[src/rtl/div_share_arbiter.sv]
`default_nettype none
// ============================================================================
// Module   : div_share_arbiter
// Brief    : Round-robin sharing of one Q4.12 divider among N_REQ requesters,
//            with a watchdog on the divider's completion pulse.
// Revision : 1.0 - initial release
// ============================================================================
module div_share_arbiter #(
  parameter int N_REQ   = 4,
  parameter int TIMEOUT = 64
) (
  input  logic                 clk,
  input  logic                 rst_n,
  input  logic [N_REQ-1:0]     req_valid,
  input  logic [16*N_REQ-1:0]  req_num,
  input  logic [16*N_REQ-1:0]  req_den,
  output logic [N_REQ-1:0]     req_ack,
  output logic [N_REQ-1:0]     rsp_valid,
  output logic [15:0]          rsp_quotient,
  output logic                 rsp_error,
  output logic                 rsp_timeout,
  output logic                 busy,
  output logic [2:0]           grant_id,
  output logic                 div_start,
  output logic [15:0]          div_numerator,
  output logic [15:0]          div_denominator,
  input  logic [15:0]          div_quotient,
  input  logic                 div_valid,
  input  logic                 div_error
);

  typedef enum logic [1:0] {
    S_IDLE  = 2'd0,
    S_ISSUE = 2'd1,
    S_WAIT  = 2'd2,
    S_RESP  = 2'd3
  } state_t;

  localparam logic [2:0] c_LAST_RST = 3'(N_REQ - 1);
  localparam logic [7:0] c_TO_LAST  = 8'(TIMEOUT - 1);
  localparam logic [3:0] c_NREQ     = 4'(N_REQ);

  state_t      r_state;
  state_t      w_state_nxt;
  logic [2:0]  r_last;
  logic [2:0]  r_gid;
  logic [7:0]  r_tcnt;
  logic [7:0]  w_req_ext;
  logic [7:0]  w_gid_oh;
  logic [3:0]  w_idx;
  logic [2:0]  w_win;
  logic        w_found;
  logic [15:0] w_num_arr [8];
  logic [15:0] w_den_arr [8];

  // Operand slices padded to eight entries so a 3-bit index always fits.
  for (genvar gi = 0; gi < 8; gi++) begin : g_slice
    if (gi < N_REQ) begin : g_used
      assign w_num_arr[gi] = req_num[16*gi +: 16];
      assign w_den_arr[gi] = req_den[16*gi +: 16];
    end else begin : g_unused
      assign w_num_arr[gi] = 16'h0000;
      assign w_den_arr[gi] = 16'h0000;
    end
  end

  assign w_req_ext = 8'(req_valid);
  assign w_gid_oh  = 8'd1 << r_gid;
  assign grant_id  = r_gid;

  // Round-robin search starting just after the last winner, wrapping at N_REQ.
  always_comb begin
    w_found = 1'b0;
    w_win   = r_last;
    w_idx   = 4'd0;
    for (int k = 1; k <= N_REQ; k++) begin
      w_idx = {1'b0, r_last} + 4'(k);
      if (w_idx >= c_NREQ) begin
        w_idx = w_idx - c_NREQ;
      end
      if (!w_found && w_req_ext[w_idx[2:0]]) begin
        w_found = 1'b1;
        w_win   = w_idx[2:0];
      end
    end
  end

  always_comb begin
    w_state_nxt = r_state;
    req_ack     = '0;
    rsp_valid   = '0;
    div_start   = 1'b0;
    busy        = 1'b1;
    case (r_state)
      S_IDLE: begin
        busy = 1'b0;
        if (w_found) begin
          w_state_nxt = S_ISSUE;
        end
      end
      S_ISSUE: begin
        div_start   = 1'b1;
        req_ack     = w_gid_oh[N_REQ-1:0];
        w_state_nxt = S_WAIT;
      end
      S_WAIT: begin
        if (div_valid || (r_tcnt == c_TO_LAST)) begin
          w_state_nxt = S_RESP;
        end
      end
      S_RESP: begin
        rsp_valid   = w_gid_oh[N_REQ-1:0];
        w_state_nxt = S_IDLE;
      end
      default: w_state_nxt = S_IDLE;
    endcase
  end

  always_ff @(posedge clk or negedge rst_n) begin
    if (!rst_n) begin
      r_state         <= S_IDLE;
      r_last          <= c_LAST_RST;
      r_gid           <= 3'd0;
      r_tcnt          <= 8'd0;
      div_numerator   <= 16'h0000;
      div_denominator <= 16'h0000;
      rsp_quotient    <= 16'h0000;
      rsp_error       <= 1'b0;
      rsp_timeout     <= 1'b0;
    end else begin
      r_state <= w_state_nxt;
      case (r_state)
        S_IDLE: begin
          if (w_found) begin
            r_last          <= w_win;
            r_gid           <= w_win;
            div_numerator   <= w_num_arr[w_win];
            div_denominator <= w_den_arr[w_win];
          end
        end
        S_ISSUE: begin
          r_tcnt <= 8'd0;
        end
        S_WAIT: begin
          // A completion on the last watchdog cycle still wins over the timeout.
          if (div_valid) begin
            rsp_quotient <= div_quotient;
            rsp_error    <= div_error;
            rsp_timeout  <= 1'b0;
          end else if (r_tcnt == c_TO_LAST) begin
            rsp_quotient <= 16'h0000;
            rsp_error    <= 1'b1;
            rsp_timeout  <= 1'b1;
          end else begin
            r_tcnt <= r_tcnt + 8'd1;
          end
        end
        default: ;
      endcase
    end
  end

endmodule
`default_nettype wire

[config.mk]
export PLATFORM = sky130hd
export DESIGN_NAME = div_share_arbiter
export DESIGN_NICKNAME = d
export VERILOG_FILES = /design/src/rtl/div_share_arbiter.sv
export SDC_FILE = /design/constraint.sdc
export NUM_CORES = 1
export LEC_CHECK = 0
export BUFFER_PORTS_ARGS = -buffer_cell sky130_fd_sc_hd__clkbuf_2
export CAP_MARGIN = 25
export CORE_MARGIN = 5
export CORE_UTILIZATION = 41
export CTS_BUF_LIST = sky130_fd_sc_hd__clkbuf_8 sky130_fd_sc_hd__clkbuf_16
export DETAILED_ROUTE_END_ITERATION = 10
export PLACE_DENSITY_LB_ADDON = 0.08
export SETUP_SLACK_MARGIN = 0.2
export SYNTH_ARGS = -nofsm -noshare
export SYNTH_HDL_FRONTEND = slang
export SYNTH_SLANG_ARGS = --single-unit
[constraint.sdc]
create_clock -name clk -period 3.15 [get_ports clk]
set_clock_uncertainty 0.2 [all_clocks]
set_input_delay 0.63 -clock clk [delete_from_list [all_inputs] [get_ports clk]]
set_output_delay 0.63 -clock clk [all_outputs]
set_load 0.02 [all_outputs]
# Word-level counts from Yosys, hierarchy flattened
# Index checks and enable logic that the tools add are counted.
# Widths: inputs -> output; s select.
dict set report word_totals {
  regBits 66
  input_bits 152
  out_inout_bits 63
  word_cells 92
}
dict set report classes {
  n_addsub 9
  magnitude_cmp 9
  n_eq_ne 8
  shifts 1
  muxes 41
  bitwise_logic 1
  n_reduce_logical 14
}
# cell n
set ops {}
lappend ops {{$bmux 16 s3} 2}
lappend ops {{$mux 16} 6}
lappend ops {{$mux 3} 8}
lappend ops {{$ge 4x3->1 const B} 4}
lappend ops {{$lt 3x4->1 const B} 4}
lappend ops {{$mux 8} 2}
lappend ops {{$pmux 8 s2} 1}
lappend ops {{$mux 1} 13}
lappend ops {{$bmux 1 s3} 4}
lappend ops {{$sub 3x3->3 const B} 4}
lappend ops {{$add 3x2->4 const B} 2}
lappend ops {{$add 8x1->8 const B} 1}
lappend ops {{$eq 8x6->1 const B} 1}
lappend ops {{$mux 4} 2}
lappend ops {{$ne 2x2->1 const B} 4}
lappend ops {{$pmux 2 s4} 1}
lappend ops {{$reduce_and 2->1} 3}
lappend ops {{$add 3x1->4 const B} 1}
lappend ops {{$add 3x3->4 const B} 1}
lappend ops {{$eq 2x2->1 const B} 2}
lappend ops {{$ge 4x4->1 const B} 1}
lappend ops {{$mux 2} 2}
lappend ops {{$not 3->4} 1}
lappend ops {{$reduce_bool 2->1} 2}
lappend ops {{7 further kinds} 11}

# Longest topological paths before layout
# Gate-level depths: netlist of run 1.
dict set report depth {
  word_depth 19
  ltp_mapped 13
  ltp_nobuf 8
}

# Worst setup path after synthesis of run 1
# Ideal clock, no wire load.
dict set report synth_path {
  kind {reg-to-reg}
  start {register r_last[0]}
  end {register r_gid[1] (netlist: grant_id[1])}
  setup_ns 0.119
  arrival_time_ns 2.730
  required_time_ns 2.831
  setup_slack_ns 0.101
  stages_incl_launch_ff 13
  path_buffers 4
  period_less_slack_ns 3.049
  path_cell_list {dfstp_2 buf_6 inv_1 ha_1 buf_2 nor2b_1 nor2_1 o21ai_1 mux2_2 or3_1 buf_6 buf_6 o21a_1}
}
dict set report synth_between {
  elab_chain_len 16
  word_cells_on_any_way 39
  classes_between {add/sub (8); order compare (4); mux (20); reduce/logical (7)}
}
# item line_no
set synth_lines {}
lappend synth_lines {{start: declaration} 45} ;# logic [2:0] r_last;
lappend synth_lines {{start signal: assignment} 122} ;# r_last <= c_LAST_RST;
lappend synth_lines {{start signal: assignment} 135} ;# r_last <= w_win;
lappend synth_lines {{$add 3x1->4} 77} ;# w_idx = {1'b0, r_last} + 4'(k);
lappend synth_lines {{$ge 4x3->1 / $sub 3x3->3 (equally long branches)} {78, 79}}
lappend synth_lines {{$mux 3} 78} ;# if (w_idx >= c_NREQ) begin
lappend synth_lines {{$bmux 1 s3} 81} ;# if (!w_found && w_req_ext[w_idx[2:0]]) begin
lappend synth_lines {{$mux 1 (not written as such)} 81}
lappend synth_lines {{$mux 1} 81}
lappend synth_lines {{$logic_not 1->1} 81}
lappend synth_lines {{$logic_and 1x1->1} 81}
lappend synth_lines {{$mux 1} 81}
lappend synth_lines {{$logic_not 1->1} 81}
lappend synth_lines {{$logic_and 1x1->1} 81}
lappend synth_lines {{$mux 1} 81}
lappend synth_lines {{$logic_not 1->1} 81}
lappend synth_lines {{$logic_and 1x1->1} 81}
lappend synth_lines {{$mux 1} 81}
lappend synth_lines {{$reduce_and 2->1 (no source line)} n/a}
lappend synth_lines {{end signal: assignment} 136} ;# r_gid <= w_win;
lappend synth_lines {{end: declaration} 46} ;# logic [2:0] r_gid;
# Several ways; a longest one is shown, not always the timed one. The select of a mux whose other input is x is not followed.
# A chain may end at the register's enable or synchronous reset.

# Worst setup path in the final report of run 1
dict set report layout_path {
  start {register r_last[1]}
  end {register div_numerator[14]}
}
dict set report layout_between {
  elab_chain_len 19
  word_cells_on_any_way 43
  classes_between {add/sub (8); order compare (4); mux (23); bitwise (1); reduce/logical (7)}
}
# item line_no
set layout_lines {}
lappend layout_lines {{$add 3x1->4} 77}
lappend layout_lines {{$ge 4x3->1 / $sub 3x3->3 (equally long branches)} {78, 79}}
lappend layout_lines {{$mux 3} 78}
lappend layout_lines {{$bmux 1 s3} 81}
lappend layout_lines {{$mux 1 (not written as such)} 81}
lappend layout_lines {{$mux 1} 81}
lappend layout_lines {{$logic_not 1->1} 81}
lappend layout_lines {{$logic_and 1x1->1} 81}
lappend layout_lines {{[2 not listed]} n/a}
lappend layout_lines {{$logic_and 1x1->1} 81}
lappend layout_lines {{$mux 1} 81}
lappend layout_lines {{$logic_not 1->1} 81}
lappend layout_lines {{$logic_and 1x1->1} 81}
lappend layout_lines {{$mux 3} 81}
lappend layout_lines {{$not 3->4 (not written as such)} 137} ;# div_numerator <= w_num_arr[w_win];
lappend layout_lines {{$bmux 16 s3} 137}
lappend layout_lines {{$mux 16 (not written as such) (2 in series)} 137}
lappend layout_lines {{end signal: assignment} 137}
lappend layout_lines {{end: declaration} 25} ;# output logic [15:0] div_numerator,
# Several ways; a longest one is shown, not always the timed one. The select of a mux whose other input is x is not followed.

==> metrics.md, run 1 <==
| Metric | Value |
|---|---|
| Iteration-0 DRC Markers | 122 |
| Worst vdd ir | 771 µV |
| Clock Pin Slew Worst Setup and Hold Paths | 0.08 ns |
| Post-Syn Area | 3910 µm² |
| Die width | 108 µm |
| CP bufs+invs | 3 |
| Register share of total power | 0.213 |
| FF+latch count, synth | 65 |
| Rel. slew slack | 0.452 |
| Maximum fanout along the worst path | 19 |
| Synthesized instance count | 346 |
| Register area share after synthesis | 0.417 |
| Area grow syn2layout | 40.9% |
| Critical path's most frequent cell | buf_12 |
| Crit-path leading delay family | compound AO/OA/AOI/OAI gates |
| Status | finished, final reports clean |
| First-pass GRT wire length | 18.0 mm |
| Sink Count | 65 |
| Fin area | 5510 µm² |
| Initial DRT Pass Iterations | 4 |
| Commonest cells post-synth | 67 x mux2i_1, 63 x dfrtp_1, 46 x nand2_1 |
| CTS root buffer | clkbuf_8 |
| IO Port Bufs | 214 |
| Data required time of the critical path | 3.17 ns |
| P per Cell Area | roughly 1200 nW/µm² |
| Final WL | 12.0 mm |
| Total track usage | 0.197 |
| # Max-Cap Violations | 0 |
| Vias in the first global route | 3738 |
| Starting density of the core | 0.421 |
| Setup crit start kind | register |
| Final Net Count | 723 |
| Core outline area | between 9000 and 10000 µm² |
| Via Count | 3591 |
| Post-placement cell area | 5120 µm² |
| Cell taking the most area after synthesis | dfrtp_1 |
| Fmax | ~0.35 GHz |
| Final hold vios | 0 |
| Final TNS setup | 0 ns |
| Warnings, synthesis | 0 |
| Placed cells | 677 |
| Number of synthesized flops with an enable pin | 0 |
| FP Rows | 35 |
| Library cells used by synthesis | 46 |
| Crit-path cells | inv_1, ha_4, nand2b_1, a311o_1, a31oi_4, a2bb2oi_4, buf_12, buf_12, mux2i_1, o221ai_2 |
| Reg2Reg Setup Slack | 0.25 ns |
| Share of cells above drive strength 1 | 0.531 |
| RePlAce Congestion | 0.818 |
| Crit path time final | roughly 2.9 ns |
| Die Ht | 108 µm |
| Total gr overflow | 0 |
| Reg2reg start | r_last[1] |
| Comb power frac | 0.667 |
| ANT cells | 0 |
| DP HPWL | 8.95 mm |
| Wire per inst | 17.2 µm |
| CTS tree | done |
| Leak | 2.90 nW |
| Max-slew violation count | 0 |
| Top post-synthesis cells by area | dfrtp_1 40%, mux2i_1 17%, o221ai_2 11%, nand2_1 4.4%, a22o_1 3.6% |
| Endpoints failing setup | 0 |
| Cell Int Power | 0.00374 W |
| Switch share | 0.451 |
| Clock latency on the worst-skew pair | about 0.34 ns |
| FFs w/ async S/R, synth | 1.00 |
| Slowest CP cell | dfstp_2 |
| Crit-path max cell delay | 0.53 ns |
| Crit path DAT | ~2.9 ns |
| Critical path type | register to register |
| Yosys top cell area share | 0.403 |
| Main synth FF type | dfrtp_1 |
| Reg2reg end | div_numerator[14] |
| Syn_nets | 505 |
| Worst r2r path cells | 10 |
| Drt drc | 0 |
| Fin cells | 698 |
| CTS Buffer Depth | 2 |
| Initial antenna violation count | 0 |
| Pin count of the biggest net entering global routing | 66 |
| Die area | around 12000 µm² |
| Num ports | 215 |
| CP Capture Type | register |
| Hold Path Class | input port to asynchronous set/reset pin |
| Final ANT Viol Nets | 0 |
| Clk pwr share | 0.119 |
| H-tree depth | 3 |
| Most common cell in the synthesized netlist | mux2i_1 |
| Switching power | slightly above 0.003 W |
| Clock buffers created by TritonCTS | 9 |
| RSZ-0062 raised after global routing | no |
| Syn Area/Cell | around 11 µm² |
| Final Cycle Share | 0.919 |
| Via/cell ratio | between 5 and 6 |
| Worst Max-Slew Pin Slew | 0.822 ns |
[what timing repair did]
item,4_1_cts,5_1_grt
pin swaps,0,4
setup endpoints to repair,34,33
hold buffers,0,0
buffers inserted,0,3
resized for setup,3,12
cloned,0,2
[cell usage in the layout (no fill, tap or decap), drive strengths merged, types with 2 or more instances in the layout]
cell type  count
a21oi          4
a22o          16
a31oi          3
and2           3
and3           4
buf           17
bufinv         2
clkbuf       225
clkinv         2
dfrtp         63
dfstp          2
ha             7
inv           11
mux2           3
mux2i         67
nand2         46
nand2b         3
nand3          3
nand4          2
nor2          17
nor2b          3
nor3           4
o21ai          9
o221ai        32
xor2           5
[logic make-up (layout without fill, tap and decap cells)]
family	Yosys count	count (layout)	share of synthesized area
fa+ha+maj	7	7	0.0224
simple gates	87	87	0.0982
mux	71	71	0.187
buf+inv	35	258	0.0573
flops	65	65	0.417
xor+xnor	6	6	0.0134
compound gates	75	75	0.205
[how the worst max path moves through the flow]
| stage | start | end | slack (ns) | depth (start not counted) |
|---|---|---|---|---|
| after global routing | r_last[0] | div_denominator[13] | 0.16 | 10 |
| after CTS | r_last[1] | div_numerator[13] | 0.19 | 9 |
| final | r_last[1] | div_numerator[14] | 0.25 | 10 |
| after detailed placement | r_last[1] | div_numerator[13] | 0.09 | 9 |
| after global placement | r_last[1] | div_numerator[13] | 0.18 | 9 |
| after floorplan | r_last[0] | grant_id[1] | 0.21 | 13 |
[flip-flops by register name (all words and copies together) (netlist names)]
signal / cells
grant_id: 2
rsp_timeout: 1
rsp_error: 1
r_state: 2
div_denominator: 16
div_numerator: 16
r_tcnt: 8
r_last: 3
rsp_quotient: 16
[layer usage]
layer | up-vias | GRT usage | wire (µm)
li1 | 1720 | - | -
met1 | 1693 | 0.240 | 4800
met2 | 164 | 0.327 | 6050
met3 | 14 | 0.0570 | 979
met4 | 0 | 0.0757 | 153
met5 | - | 0 | 0
[power groups by stage]
| stage | logic (W) | registers (W) | clock network (W) |
|---|---|---|---|
| finish | 0.00455 | 0.00145 | 0.000814 |
| global route | 0.00488 | 0.00150 | 0.000860 |
| CTS | 0.00423 | 0.00145 | 0.000830 |
| detailed placement | 0.00420 | 0.00145 | 0 |
| global placement | 0.00411 | 0.00145 | 0 |
| floorplan | 0.00278 | 0.00182 | 0 |
[layout make-up]
cell class	count	area, µm²
fill	864	3770
multi-input combinational	246	2150
sequential	65	1630
timing repair buffer	232	1310
tap	129	161
clock buffer	10	138
clock inverter	6	90.1
inverter	10	37.5
[through the flow]
| step | hold slack, ns | util | power (W) | setup slack [ns] |
|---|---|---|---|---|
| floorplan | 0.134 | - | 0.00460 | 0.211 |
| global placement | 0.273 | 0.552 | 0.00557 | 0.177 |
| finish | 0.264 | 0.594 | 0.00681 | 0.254 |
| detailed placement | 0.271 | 0.552 | 0.00565 | 0.0946 |
| global route | 0.274 | 0.594 | 0.00724 | 0.162 |
| CTS | 0.274 | 0.578 | 0.00651 | 0.186 |
Power figures use the tool's default switching activity.
==> run 2: changes to the inputs <==
CORE_MARGIN = 2   (was 5)
PLACE_DENSITY = 0.84   (was unset)
PLACE_DENSITY_LB_ADDON = unset   (was 0.08)
==> metrics.md, run 2 (same netlist as run 1, synthesis figures left out) <==
| Metric | Value |
|---|---|
| Num ports | ~220 |
| Leading cell type in the layout, fill and taps excluded | clkbuf_2 |
| Worst r2r path cells | 10 |
| Max-slew violation count | 0 |
| # Max-Cap Violations | 0 |
| RePlAce Congestion | slightly below 0.9 |
| Initial antenna violation count | 0 |
| Clock Pin Slew Worst Setup and Hold Paths | roughly 0.070 ns |
| FP Rows | 35 |
| Worst vdd ir | 810 µV |
| Final Net Count | 736 |
| Rel. slew slack | 0.506 |
| Starting density of the core | 0.423 |
| CTS root buffer | clkbuf_8 |
| Via/cell ratio | 5.31 |
| Via Count | 3778 |
| Critical Path Start | r_last[0] |
| ANT cells | 0 |
| Maximum fanout along the worst path | 8 |
| Die area | 10300 µm² |
| Final hold vios | 0 |
| Core outline area | 9240 µm² |
| Final TNS setup | 0 ns |
| First-pass GRT wire length | 17.8 mm |
| Critical path endpoint | div_numerator[6] |
| Placed cells | 683 |
| IO Port Bufs | 214 |
| Final WL | approximately 13 mm |
| Area grow syn2layout | 47.6% |
| Fmax | 0.338 GHz |
| Fin cells | 711 |
| Total gr overflow | 0 |
| Clock latency on the worst-skew pair | around 0.33 ns |
| Critical path type | register to register |
| Crit path DAT | 2.96 ns |
| CTS tree | done |
| Vias in the first global route | ~3800 |
| Status | finished, final reports clean |
| Pin count of the biggest net entering global routing | 37 |
| Data required time of the critical path | 3.15 ns |
| Die width | just over 100 µm |
| Setup crit start kind | register |
| H-tree depth | 3 |
| Reg2reg end | div_numerator[6] |
| Setup WS post-layout | 0.190 ns |
| Endpoints failing setup | 0 |
| RSZ-0062 raised after global routing | no |
| Die Ht | 102 µm |
| Clock buffers created by TritonCTS | 9 |
| Drt drc | 0 |
| Initial DRT Pass Iterations | 5 |
| CTS Buffer Depth | 2 |
| CP Capture Type | register |
| Reg2reg start | r_last[0] |
| Reg2Reg Setup Slack | 0.19 ns |
| Commonest cells after routing, fill and taps aside | 213 x clkbuf_2, 63 x dfrtp_1, 46 x nand2_1 |
| Biggest regs | div_denominator (16), div_numerator (16), rsp_quotient (16) |
| Worst Max-Slew Pin Slew | ~0.74 ns |
| P per Cell Area | 1290 nW/µm² |
| Final ANT Viol Nets | 0 |
| Sink Count | 65 |
| Wire per inst | about 18 µm |
| Iteration-0 DRC Markers | 80 |
| Crit path time final | 2.96 ns |
| DP HPWL | about 9.1 mm |
| Leak | 2.95 nW |
| Placement Setup Slack | between 0.1 and 0.15 ns |
| Total power | 0.00744 W |
| Total track usage | 0.221 |
| Share of cells above drive strength 1 | 0.576 |
| Final Cycle Share | 0.940 |
| Hold Path Class | input port to asynchronous set/reset pin |
-- run 2: metal layers --
layer	track usage	routed length [µm]	part of all wire
met3	0.0386	529	0.042
met4	0.0904	436	0.034
met1	0.254	5020	0.39
met2	0.402	6720	0.53
met5	0	0	0
-- run 2: worst min-delay path by stage --
stage | depth (start not counted) | to | start
2_1_floorplan | 0 | div_denominator[0] | rst_n
3_3_place_gp | 2 | div_denominator[11] | div_denominator[11]
3_5_place_dp | 2 | div_denominator[5] | div_denominator[5]
4_1_cts | 1 | rsp_quotient[7] | rst_n
5_1_grt | 1 | r_tcnt[7] | rst_n
6_report | 1 | r_tcnt[7] | rst_n
-- run 2: area by class of cell --
type,count,area [µm²]
timing repair buffer,245,1480
tap,129,161
sequential,65,1630
fill,740,3470
multi-input combinational,246,2260
clock buffer,10,138
clock inverter,6,67.6
inverter,10,37.5
-- run 2: worst max-delay path, stage by stage, from the launching register on --
cell	delay, ns
dfstp_2	0.55
inv_2	0.07
ha_4	0.16
nand2b_1	0.17
a311o_1	0.43
a31oi_2	0.20
a2bb2oi_4	0.24
clkbuf_16	0.21
clkbuf_16	0.16
mux2i_1	0.29
o221ai_2	0.15
-- run 2: timing repair --
item / 4_1_cts / 5_1_grt
cloned: 0 / 5
buffers inserted: 0 / 7
hold buffers: 0 / 0
setup endpoints to repair: 34 / 34
pin swaps: 1 / 4
resized for setup: 8 / 33
-- run 2: report_power, final --
group          switching, W  internal, W  total [W]
sequential         0.000243      0.00123    0.00147
clock              0.000340     0.000388   0.000728
combinational       0.00271      0.00254    0.00524
-- run 2: through the flow --
step | util | cell area, µm² | hold WS, ns
6_report | 0.625 | 5770 | 0.155
5_1_grt | 0.625 | 5770 | 0.207
4_1_cts | 0.590 | 5450 | 0.159
3_5_place_dp | 0.563 | 5200 | 0.282
3_3_place_gp | 0.563 | 5200 | 0.274
2_1_floorplan | - | 3920 | 0.134
